==> src/rtl/ping_pong_rd_ctrl_pkg.sv <==
// Shared types and helpers for the ping-pong read controller.
package ping_pong_rd_ctrl_pkg;

  // Bits needed to address n entries (at least 1).
  function automatic int bw(input int n);
    return (n <= 2) ? 1 : $clog2(n);
  endfunction

  // Read-side sequencing: idle, issuing addresses, draining the pipeline.
  typedef enum logic [1:0] {
    RD_IDLE,
    RD_ISSUE,
    RD_DRAIN
  } rd_state_t;

endpackage

==> src/rtl/ping_pong_rd_ctrl_if.sv <==
// Valid/ready output stream carrying one bank's contents to the consumer.
interface ping_pong_rd_ctrl_if #(
  parameter int WIDTH = 512
) ();
  logic [WIDTH-1:0] m_data;
  logic             m_valid;
  logic             m_last;
  logic             m_ready;

  modport master (output m_data, output m_valid, output m_last, input m_ready);
  modport slave  (input m_data, input m_valid, input m_last, output m_ready);
endinterface

==> src/rtl/ping_pong_rd_ctrl_fifo.sv <==
// Small synchronous FIFO that absorbs RAM read data while the consumer stalls.
module pp_rd_fifo #(
  parameter int  W     = 513,
  parameter int  DEPTH = 4,
  localparam int PTR_W = (DEPTH > 1) ? $clog2(DEPTH) : 1,
  localparam int CNT_W = $clog2(DEPTH + 1)
) (
  input  logic             clk,
  input  logic             rst_n,
  input  logic             push,
  input  logic [W-1:0]     din,
  input  logic             pop,
  output logic [W-1:0]     dout,
  output logic             empty,
  output logic [CNT_W-1:0] count
);

  logic [W-1:0]     mem [DEPTH];
  logic [PTR_W-1:0] wr_ptr;
  logic [PTR_W-1:0] rd_ptr;
  logic             full;
  logic             do_push;
  logic             do_pop;

  function automatic logic [PTR_W-1:0] ptr_inc(input logic [PTR_W-1:0] p);
    return (p == PTR_W'(DEPTH - 1)) ? '0 : p + PTR_W'(1);
  endfunction

  assign empty   = (count == '0);
  assign full    = (count == CNT_W'(DEPTH));
  assign do_push = push & ~full;
  assign do_pop  = pop & ~empty;
  assign dout    = mem[rd_ptr];

  // Pointer and occupancy bookkeeping.
  always_ff @(posedge clk or negedge rst_n) begin
    // NOTE: non-blocking assignments in clocked blocks so every register sees pre-edge values.
    if (!rst_n) begin
      wr_ptr <= '0;
      rd_ptr <= '0;
      count  <= '0;
    end else begin
      if (do_push) wr_ptr <= ptr_inc(wr_ptr);
      if (do_pop)  rd_ptr <= ptr_inc(rd_ptr);
      case ({do_push, do_pop})
        2'b10:   count <= count + CNT_W'(1);
        2'b01:   count <= count - CNT_W'(1);
        default: ;
      endcase
    end
  end

  // Storage write.
  always_ff @(posedge clk) begin
    // NOTE: storage is deliberately not reset; empty pointers guarantee stale words are never presented.
    if (do_push) mem[wr_ptr] <= din;
  end

endmodule

==> src/rtl/ping_pong_rd_ctrl.sv <==
// Read/control side of ping_pong_ram: bank status, switch pulse, address issue,
// read-latency tracking and credit-limited streaming to the consumer.
module ping_pong_rd_ctrl
  import ping_pong_rd_ctrl_pkg::*;
#(
  parameter int  DEPTH  = 256,
  parameter int  WIDTH  = 512,
  parameter int  RD_LAT = 2,
  localparam int ADDR_W = bw(DEPTH)
) (
  input  logic               clk,
  input  logic               rst_n,
  input  logic               wr_done,
  input  logic [ADDR_W:0]    wr_len,
  output logic               wr_ready,
  output logic               err,
  output logic               switch,
  output logic [ADDR_W-1:0]  rd_addr,
  input  logic [WIDTH-1:0]   rd_data,
  ping_pong_rd_ctrl_if.master m_if
);

  localparam int CREDITS = RD_LAT + 2;
  localparam int CNT_W   = $clog2(CREDITS + 1);
  localparam logic [ADDR_W:0] LEN_ONE = (ADDR_W + 1)'(1);

  logic              w_full;
  logic [ADDR_W:0]   len_w;
  logic [ADDR_W:0]   len_r;
  logic [ADDR_W:0]   issue_cnt;
  logic [ADDR_W-1:0] addr_hold;
  rd_state_t         state;
  rd_state_t         state_nxt;
  logic              r_busy;
  logic              wr_accept;
  logic              credit_ok;
  logic              issue;
  logic              issue_last;
  logic              beat_acc;
  logic [RD_LAT-1:0] vld_sr;
  logic [RD_LAT-1:0] last_sr;
  logic [CNT_W-1:0]  inflight;
  logic [CNT_W-1:0]  fifo_cnt;
  logic              fifo_empty;
  logic [WIDTH:0]    fifo_dout;

  assign r_busy    = (state != RD_IDLE);
  assign wr_ready  = ~w_full;
  assign switch    = w_full & ~r_busy;
  assign wr_accept = wr_done & ~w_full & (wr_len != '0);

  // Reads in flight between rd_addr and the FIFO input.
  always_comb begin
    // NOTE: every always_comb output gets a default first, so no path can infer a latch.
    inflight = '0;
    for (int i = 0; i < RD_LAT; i++) inflight = inflight + CNT_W'(vld_sr[i]);
  end

  // Only issue when the FIFO is guaranteed room for every read already in flight.
  assign credit_ok  = (int'(inflight) + int'(fifo_cnt)) < CREDITS;
  assign issue      = (state == RD_ISSUE) && credit_ok;
  assign issue_last = issue && (issue_cnt == len_r - LEN_ONE);
  assign rd_addr    = issue ? issue_cnt[ADDR_W-1:0] : addr_hold;

  assign m_if.m_valid = ~fifo_empty;
  assign m_if.m_data  = fifo_dout[WIDTH-1:0];
  assign m_if.m_last  = fifo_dout[WIDTH] & ~fifo_empty;
  assign beat_acc     = m_if.m_valid & m_if.m_ready;

  // Write-bank status: accept a filled bank, flag protocol violations, release on switch.
  always_ff @(posedge clk or negedge rst_n) begin
    if (!rst_n) begin
      w_full <= 1'b0;
      len_w  <= '0;
      err    <= 1'b0;
    end else begin
      err <= wr_done & ~wr_accept;
      if (wr_accept) begin
        w_full <= 1'b1;
        len_w  <= wr_len;
      end else if (switch) begin
        w_full <= 1'b0;
      end
    end
  end

  // Reader state register.
  always_ff @(posedge clk or negedge rst_n) begin
    if (!rst_n) state <= RD_IDLE;
    else        state <= state_nxt;
  end

  // Reader next state: issue len_r addresses, then wait for the tagged last beat to leave.
  always_comb begin
    state_nxt = state;
    case (state)
      RD_IDLE:  if (switch) state_nxt = RD_ISSUE;
      RD_ISSUE: if (issue_last) state_nxt = RD_DRAIN;
      RD_DRAIN: if (beat_acc && m_if.m_last) state_nxt = RD_IDLE;
      default:  state_nxt = RD_IDLE;
    endcase
  end

  // Read-bank length and address counter; rd_addr holds its last value between issues.
  always_ff @(posedge clk or negedge rst_n) begin
    if (!rst_n) begin
      len_r     <= '0;
      issue_cnt <= '0;
      addr_hold <= '0;
    end else if (switch) begin
      len_r     <= len_w;
      issue_cnt <= '0;
    end else if (issue) begin
      issue_cnt <= issue_cnt + LEN_ONE;
      addr_hold <= issue_cnt[ADDR_W-1:0];
    end
  end

  // Latency shift register: marks when rd_data belongs to an issued address, plus its last tag.
  always_ff @(posedge clk or negedge rst_n) begin
    if (!rst_n) begin
      vld_sr  <= '0;
      last_sr <= '0;
    end else begin
      vld_sr[0]  <= issue;
      last_sr[0] <= issue_last;
      for (int i = 1; i < RD_LAT; i++) begin
        vld_sr[i]  <= vld_sr[i-1];
        last_sr[i] <= last_sr[i-1];
      end
    end
  end

  pp_rd_fifo #(
    .W     (WIDTH + 1),
    .DEPTH (CREDITS)
  ) u_fifo (
    .clk   (clk),
    .rst_n (rst_n),
    .push  (vld_sr[RD_LAT-1]),
    .din   ({last_sr[RD_LAT-1], rd_data}),
    .pop   (beat_acc),
    .dout  (fifo_dout),
    .empty (fifo_empty),
    .count (fifo_cnt)
  );

endmodule

==> src/flat_wrapper.sv <==
// flat-port wrapper written by rule: the top's interface ports become plain ports
module ping_pong_rd_ctrl_flat import ping_pong_rd_ctrl_pkg::*;
#(
  parameter int  DEPTH  = 256,
  parameter int  WIDTH  = 512,
  parameter int  RD_LAT = 2,
  localparam int ADDR_W = bw(DEPTH)
)
  (clk, rst_n, wr_done, wr_len, wr_ready, err, switch, rd_addr, rd_data, m_if_m_data, m_if_m_valid, m_if_m_last, m_if_m_ready);
  ping_pong_rd_ctrl_if #(.WIDTH(WIDTH)) m_if_i ();
  input  logic clk;
  input  logic rst_n;
  input  logic wr_done;
  input  logic [ADDR_W:0] wr_len;
  output logic wr_ready;
  output logic err;
  output logic switch;
  output logic [ADDR_W-1:0] rd_addr;
  input  logic [WIDTH-1:0] rd_data;
  output wire logic [$bits(m_if_i.m_data)-1:0] m_if_m_data;
  output wire logic [$bits(m_if_i.m_valid)-1:0] m_if_m_valid;
  output wire logic [$bits(m_if_i.m_last)-1:0] m_if_m_last;
  input wire logic [$bits(m_if_i.m_ready)-1:0] m_if_m_ready;
  assign m_if_m_data = m_if_i.m_data;
  assign m_if_m_valid = m_if_i.m_valid;
  assign m_if_m_last = m_if_i.m_last;
  assign m_if_i.m_ready = m_if_m_ready;
  ping_pong_rd_ctrl #(.DEPTH(DEPTH), .WIDTH(WIDTH), .RD_LAT(RD_LAT)) u_core (.clk(clk), .rst_n(rst_n), .wr_done(wr_done), .wr_len(wr_len), .wr_ready(wr_ready), .err(err), .switch(switch), .rd_addr(rd_addr), .rd_data(rd_data), .m_if(m_if_i));
endmodule
==> config.mk <==
export PLATFORM = sky130hd
export DESIGN_NAME = ping_pong_rd_ctrl_flat
export DESIGN_NICKNAME = d
export VERILOG_FILES = /design/src/rtl/ping_pong_rd_ctrl_pkg.sv /design/src/rtl/ping_pong_rd_ctrl_if.sv /design/src/rtl/ping_pong_rd_ctrl_fifo.sv /design/src/rtl/ping_pong_rd_ctrl.sv /design/src/flat_wrapper.sv
export SDC_FILE = /design/constraint.sdc
export NUM_CORES = 1
export LEC_CHECK = 0
export CELL_PAD_IN_SITES_DETAIL_PLACEMENT = 0
export CELL_PAD_IN_SITES_GLOBAL_PLACEMENT = 1
export CORE_AREA = 3 3 417 419
export DETAILED_ROUTE_END_ITERATION = 16
export DIE_AREA = 0 0 420 422
export PLACE_DENSITY_LB_ADDON = 0.1
export SLEW_MARGIN = 10
export SYNTH_ARGS = -nofsm -noshare
export SYNTH_HDL_FRONTEND = slang
export SYNTH_HIERARCHICAL = 1
export SYNTH_SLANG_ARGS = --single-unit
==> constraint.sdc <==
create_clock -name clk -period 32.9 [get_ports clk]
set_clock_uncertainty 0.15 [all_clocks]
set_input_delay 9.87 -clock clk [delete_from_list [all_inputs] [get_ports clk]]
set_output_delay 9.87 -clock clk [all_outputs]
set_load 0.03 [all_outputs]
# ---- After elaboration in Yosys (flattened, before gate mapping)
# Memories as Yosys holds them, arrays and structs flattened.
# Cells that the tools add are included.
dict set report word_totals {
  ff_bits 50
  ram_bits 2052
  inputBits 525
  elab_cells 71
  n_memories 1
}
dict set report op_classes {
  add_sub_neg 8
  magnitude_cmp 1
  eq_ne 11
  n_mux 14
  bitwise_logic 13
  n_reduce_logical 11
}
# memory words word_bits rd rd_ports_with_merged_regs write_ports line
set mem_list {}
lappend mem_list {u_core.u_fifo.mem 4 513 1 0 1 ping_pong_rd_ctrl_fifo.sv:18} ;# logic [W-1:0] mem [DEPTH];
# cell n
set op_table {}
lappend op_table {{less-than comparator 32 x 4 -> 1 bit (second input constant)} 1}
lappend op_table {{two-way mux 9 bit} 2}
lappend op_table {{two-way mux 2 bit} 5}
lappend op_table {{adder 9 x 1 -> 9 bit (second input constant)} 1}
lappend op_table {{equality test 9 bit} 1}
lappend op_table {{nonzero test 9 bit} 1}
lappend op_table {{subtractor 9 x 1 -> 9 bit (second input constant)} 1}
lappend op_table {{AND 1 bit} 8}
lappend op_table {{equality test 2 bit (second input constant)} 4}
lappend op_table {{two-way mux 8 bit} 1}
lappend op_table {{nonzero test 2 bit} 4}
lappend op_table {{one-hot mux 2 bit (3 select lines)} 1}
lappend op_table {{one-hot mux 3 bit (2 select lines)} 1}
lappend op_table {{inverter 1 bit} 5}
lappend op_table {{adder 2 x 1 -> 2 bit (second input constant)} 2}
lappend op_table {{adder 3 x 3 -> 4 bit} 1}
lappend op_table {{equality test 2 x 1 -> 1 bit (second input constant)} 2}
lappend op_table {{two-way mux 1 bit} 4}
lappend op_table {{inequality test 2 x 1 -> 1 bit (second input constant)} 2}
lappend op_table {{adder 3 x 1 -> 3 bit (second input constant)} 1}
lappend op_table {{equality test 3 bit (second input constant)} 1}
lappend op_table {{logical AND 1 bit} 3}
lappend op_table {{zero test 3 bit} 1}
lappend op_table {{AND reduction 3 bit} 1}
lappend op_table {{other kinds (4)} 4}

# ---- Logic depth before layout (Yosys ltp)
dict set report logic_depth {
  word_depth 7
  ltp_mapped 10
  depth_no_buf 10
}

# ---- Hierarchy
# Netlist, hierarchy kept.
# module instances cells_per_inst area_each_um2 seq_area_each_um2
set by_module_without_submodules {}
lappend by_module_without_submodules {pp_rd_fifo 1 2720 74271.2 61794.3}
lappend by_module_without_submodules {ping_pong_rd_ctrl 1 186 2143.3 1076.0}

# ---- Worst setup path after synthesis
# OpenSTA, ideal clock, no wires.
dict set report synth_timing {
  kind {reg2reg}
  startpoint {register u_core.u_fifo.wr_ptr[0]}
  endpoint {memory u_core.u_fifo.mem[3][0], enable pin}
  t_arrival_ns 25.173
  setup_slack_ns 6.017
  stages_incl_launch_ff 4
  path_buffers 0
  path_cell_list {dfrtp_1 ha_1 nand2_1 a21oi_1}
}
# item line
set synth_rtl {}
lappend synth_rtl {{start, declared} ping_pong_rd_ctrl_fifo.sv:19} ;# logic [PTR_W-1:0] wr_ptr;
lappend synth_rtl {{start signal, assigned} ping_pong_rd_ctrl_fifo.sv:43} ;# if (do_push) wr_ptr <= ptr_inc(wr_ptr);
lappend synth_rtl {{end, declared} ping_pong_rd_ctrl_fifo.sv:18}
# No word-level cell before the write port.

# ---- Final worst setup path
dict set report layout_timing {
  startpoint {register u_core.u_fifo.rd_ptr[0]}
  endpoint {output m_if_m_data[412]}
}
dict set report layout_via {
  elab_chain_len 1
}
# item line
set layout_rtl {}
lappend layout_rtl {{start, declared} ping_pong_rd_ctrl_fifo.sv:20} ;# logic [PTR_W-1:0] rd_ptr;
lappend layout_rtl {{start signal, assigned} ping_pong_rd_ctrl_fifo.sv:44} ;# if (do_pop) rd_ptr <= ptr_inc(rd_ptr);
lappend layout_rtl {{memory read (4 x 513 bit)} -}
lappend layout_rtl {{end, declared} flat_wrapper.sv:20} ;# output wire logic [$bits(m_if_i.m_data)-1:0] m_if_m_data;
# Every way passes these cells.

==> out/qor.txt <==
======================================================================================================
Final period util                                                                                0.478
Number of H-tree levels                                                                              4
Clock Latency Late Sink                                                                        0.82 ns
Antenna violations before repair                                                                    90
Worst Slack Setup Final                                                                       17.16 ns
Clock transition at the register clock pins on the worst setup and hold paths after CTS        0.06 ns
Number of failing hold endpoints at the final stage                                                  0
Unrepaired setup endpoints after global routing                                                  false
Vias in the first global route                                                                   36.9k
Critical path data arrival time                                                                5.72 ns
Iter 0 DRT Violations                                                                            2,728
Area growth from synthesis to layout                                                             25.9%
Worst reg2reg setup slack                                                                     27.33 ns
Synthesized area per cell                                                                     26.3 um2
Area of the multi-input gates                                                               0.0128 mm2
Class of the most critical hold timing path                                               register to register
Top-level I/O count                                                                              1,050
Drt pass-1 iters                                                                                     4
Buffer count from post-CTS setup fixing                                                              0
Net switching power                                                                            3420 uW
Worst Hold Path EP                                                                        u_core/last_sr[1]
Capture instance of the worst register-to-register path                                   u_core/u_fifo/mem[2][110]
Post-synthesis cell count                                                                        2,906
Startpoint of the worst hold path                                                         u_core/last_sr[0]
Core region area                                                                             0.171 mm2
DP HPWL                                                                                         125 mm
Antenna-violating nets left                                                                          0
Fraction of final layout cells sized beyond drive strength 1                                     0.207
Highest-count cells in the layout ignoring fill and taps                                  2,052 x sky130_fd_sc_hd__edfxtp_1, 1,048 x sky130_fd_sc_hd__clkdlybuf4s50_1, 513 x sky130_fd_sc_hd__mux4_2
Maximum number of buffers from clock root to sink                                                    3
Top achievable clock speed                                                                    63.5 MHz
Number of max-slew violations in the final report                                                    0
Largest fanout of any net on the critical path                                                     101
RePlAce Congestion                                                                               0.812
Drt drc                                                                                              0
Number of register bits inferred by synthesis                                                    2,102
Port buffer count                                                                                1,049
Netlist Area Pre-Place                                                                      0.0764 mm2
Start-to-end type of the worst setup path                                                 register to primary output
Pre-CTS WS                                                                                    17.81 ns
CTS tree                                                                                           yes
Area taken by flip-flops and latches                                                        0.0629 mm2
Inserted Clock Buffers                                                                             211
Count of different cell masters after synthesis                                                     43
Worst supply voltage drop on vdd                                                            0.000110 V
Required arrival time at the worst endpoint                                                   22.88 ns
Post-Layout Inst Area                                                                       0.0962 mm2
Combinational share of power                                                                     0.387
Instance count along the most critical hold path                                                     0
Filler Cells Inserted                                                                            12.7k
R2R cell count                                                                                       6
Commonest non-fill, non-tap cell in the layout                                            sky130_fd_sc_hd__edfxtp_1
Starting utilization of the core area                                                            0.447
Cell area after placement                                                                   0.0895 mm2
Number of nets in the synthesized netlist                                                        3,441
Leakage Power                                                                                0.0308 uW
Width of the die                                                                                420 um
Startpoint kind of the worst setup timing path                                                register
Height of the chip                                                                              422 um
Pwr per Cell Area                                                                           103 mW/mm2
Max Cap Viol                                                                                         0
Final Critical Period                                                                         15.74 ns
Status                                                                                       completed
First-pass GRT wire length                                                                      274 mm
Share of total power in sequential cells                                                         0.381
Slew at the pin closest to its max-slew limit                                                  1.27 ns
Headroom to the max-slew limit                                                                   0.155
Power Internal                                                                                 6500 uW
Clock share of power                                                                             0.232
FP Rows                                                                                            152
Setup TNS                                                                                         0 ns
Total die area                                                                               0.177 mm2
Cell chosen for the clock root                                                            sky130_fd_sc_hd__clkbuf_16
Number of warnings reported in the yosys synthesis log                                               6
Routed WL per cell                                                                             29.4 um
Startpoint of the worst register-to-register path                                         u_core/u_fifo/count[1]
Post-cts sizing count                                                                                0
Nets                                                                                             4,630
Crit. End Element                                                                         primary output
WL final                                                                                        192 mm
Switching share of power                                                                         0.345
Global routing usage summed across all routing layers                                            0.217
Total number of vias                                                                             35.1k
Clock sink count                                                                                 2,102
CTS Hold Buffers Added                                                                               0
Final non-filler cell total                                                                      6,530
Sequential cell area fraction in the yosys report                                                0.823
Vias per cell                                                                                     5.38
Largest net degree at the start of global routing                                                  149
Grt ovf                                                                                              0
Number of failing setup endpoints in the final timing report                                         0
Total instance count after detailed placement                                                    6,115
======================================================================================================
## per-layer routing
layer | vias to the layer above | part of all wire | GRT usage
met2 | 1053 | 0.53 | 0.379
met4 | 24 | 0.039 | 0.0857
met1 | 18662 | 0.37 | 0.259
met3 | 396 | 0.062 | 0.0533
met5 | - | 0.00091 | 0
li1 | 14990 | - | -
## power by group through the flow
stage                     Sequential, uW  Clock (uW)  Combinational, uW
after global placement              3820           0               3930
after detailed placement            3840           0               3920
after global routing                3830        2480               4010
after CTS                           3790        2370               3930
after floorplan                     4200           0               2340
final                               3780        2310               3830
## cell usage after synthesis (all sizes together)
master | count | area, um2
and2 | 4 | 25.0
nand2 | 10 | 37.5
a21oi | 3 | 15.0
o21a | 1 | 7.51
fa | 1 | 20.0
clkbuf | 11 | 41.3
and3 | 5 | 31.3
mux2i | 2 | 20.0
xnor2 | 11 | 96.3
nor4 | 2 | 12.5
ha | 9 | 113
nor2 | 19 | 71.3
mux2 | 35 | 394
nand4b | 1 | 8.76
mux4 | 513 | 11600
nand3 | 1 | 5.00
a21boi | 1 | 7.51
nand3b | 1 | 7.51
edfxtp | 2052 | 61600
and4 | 2 | 17.5
nor3b | 3 | 27.5
a2111oi | 1 | 8.76
a311oi | 1 | 8.76
xor2 | 13 | 114
a21o | 1 | 7.51
o211ai | 1 | 7.51
nand2b | 4 | 25.0
a311o | 1 | 10.0
inv | 14 | 52.6
o21bai | 1 | 7.51
buf | 111 | 653
o32ai | 1 | 8.76
nor2b | 2 | 12.5
nor4b | 1 | 8.76
nand4 | 6 | 37.5
o21ai | 4 | 20.0
a211oi | 1 | 20.0
dfrtp | 50 | 1250
nor3 | 6 | 30.0
## per-stage QoR
| stage | total power (uW) | hold WS (ns) | util |
|---|---|---|---|
| after detailed placement | 7760 | 0.190 | 0.523 |
| after CTS | 10100 | 0.203 | 0.563 |
| final | 9920 | 0.201 | 0.563 |
| after global routing | 10300 | 0.212 | 0.563 |
| after floorplan | 6550 | 0.181 | - |
| after global placement | 7750 | 0.183 | 0.523 |
## kinds of logic (layout without fill, tap and decap cells)
family                   count (synthesis)  in the layout  share of synthesized area
buffers and inverters                  136           1503                    0.00978
adder cells (fa/ha/maj)                 10             10                    0.00174
AO/OA/AOI/OAI                           17             17                    0.00169
flip-flops                            2102           2102                      0.823
other                                    0             24                          0
multiplexers                           550            550                      0.157
XOR/XNOR                                24             24                    0.00275
AND/OR/NAND/NOR                         67             67                    0.00468
## registers in the layout, indices dropped and copies added, names as in the netlist
name	cells
u_core/addr_hold	8
u_core/err	1
u_core/issue_cnt	9
u_core/last_sr	2
u_core/len_r	9
u_core/len_w	9
u_core/state	2
u_core/u_fifo/count	3
u_core/u_fifo/mem	2052
u_core/u_fifo/rd_ptr	2
u_core/u_fifo/wr_ptr	2
u_core/vld_sr	2
u_core/w_full	1
## how the worst max path moves through the flow
stage                                  from                       to  slack [ns]  cells past startpoint
floorplan           u_core/u_fifo/wr_ptr[0]  u_core/u_fifo/mem[3][0]        6.02                      3
global placement    u_core/u_fifo/rd_ptr[0]         m_if_m_data[412]       17.80                      5
detailed placement  u_core/u_fifo/rd_ptr[0]         m_if_m_data[412]       17.81                      5
CTS                 u_core/u_fifo/rd_ptr[0]         m_if_m_data[412]       16.85                      5
global route        u_core/u_fifo/rd_ptr[0]         m_if_m_data[412]       16.56                      5
finish              u_core/u_fifo/rd_ptr[0]         m_if_m_data[412]       17.16                      5
## area by class of cell
| cell class | count | area share |
|---|---|---|
| clock buffers | 277 | 0.0593 |
| diodes | 24 | 0.000624 |
| flip-flops and latches | 2102 | 0.653 |
| well taps | 2233 | 0.0290 |
| inverters | 14 | 0.000546 |
| clock inverters | 114 | 0.0102 |
| repair buffers | 1098 | 0.114 |
| multi-input cells | 668 | 0.133 |
## critical path, cell delays in order (launching register included)
cell	delay, ns
sky130_fd_sc_hd__dfrtp_4	1.05
sky130_fd_sc_hd__buf_4	0.79
sky130_fd_sc_hd__buf_12	0.46
sky130_fd_sc_hd__buf_12	0.74
sky130_fd_sc_hd__mux4_2	0.60
sky130_fd_sc_hd__clkdlybuf4s50_1	0.69
No activity file was read; power rests on OpenSTA's default activity.
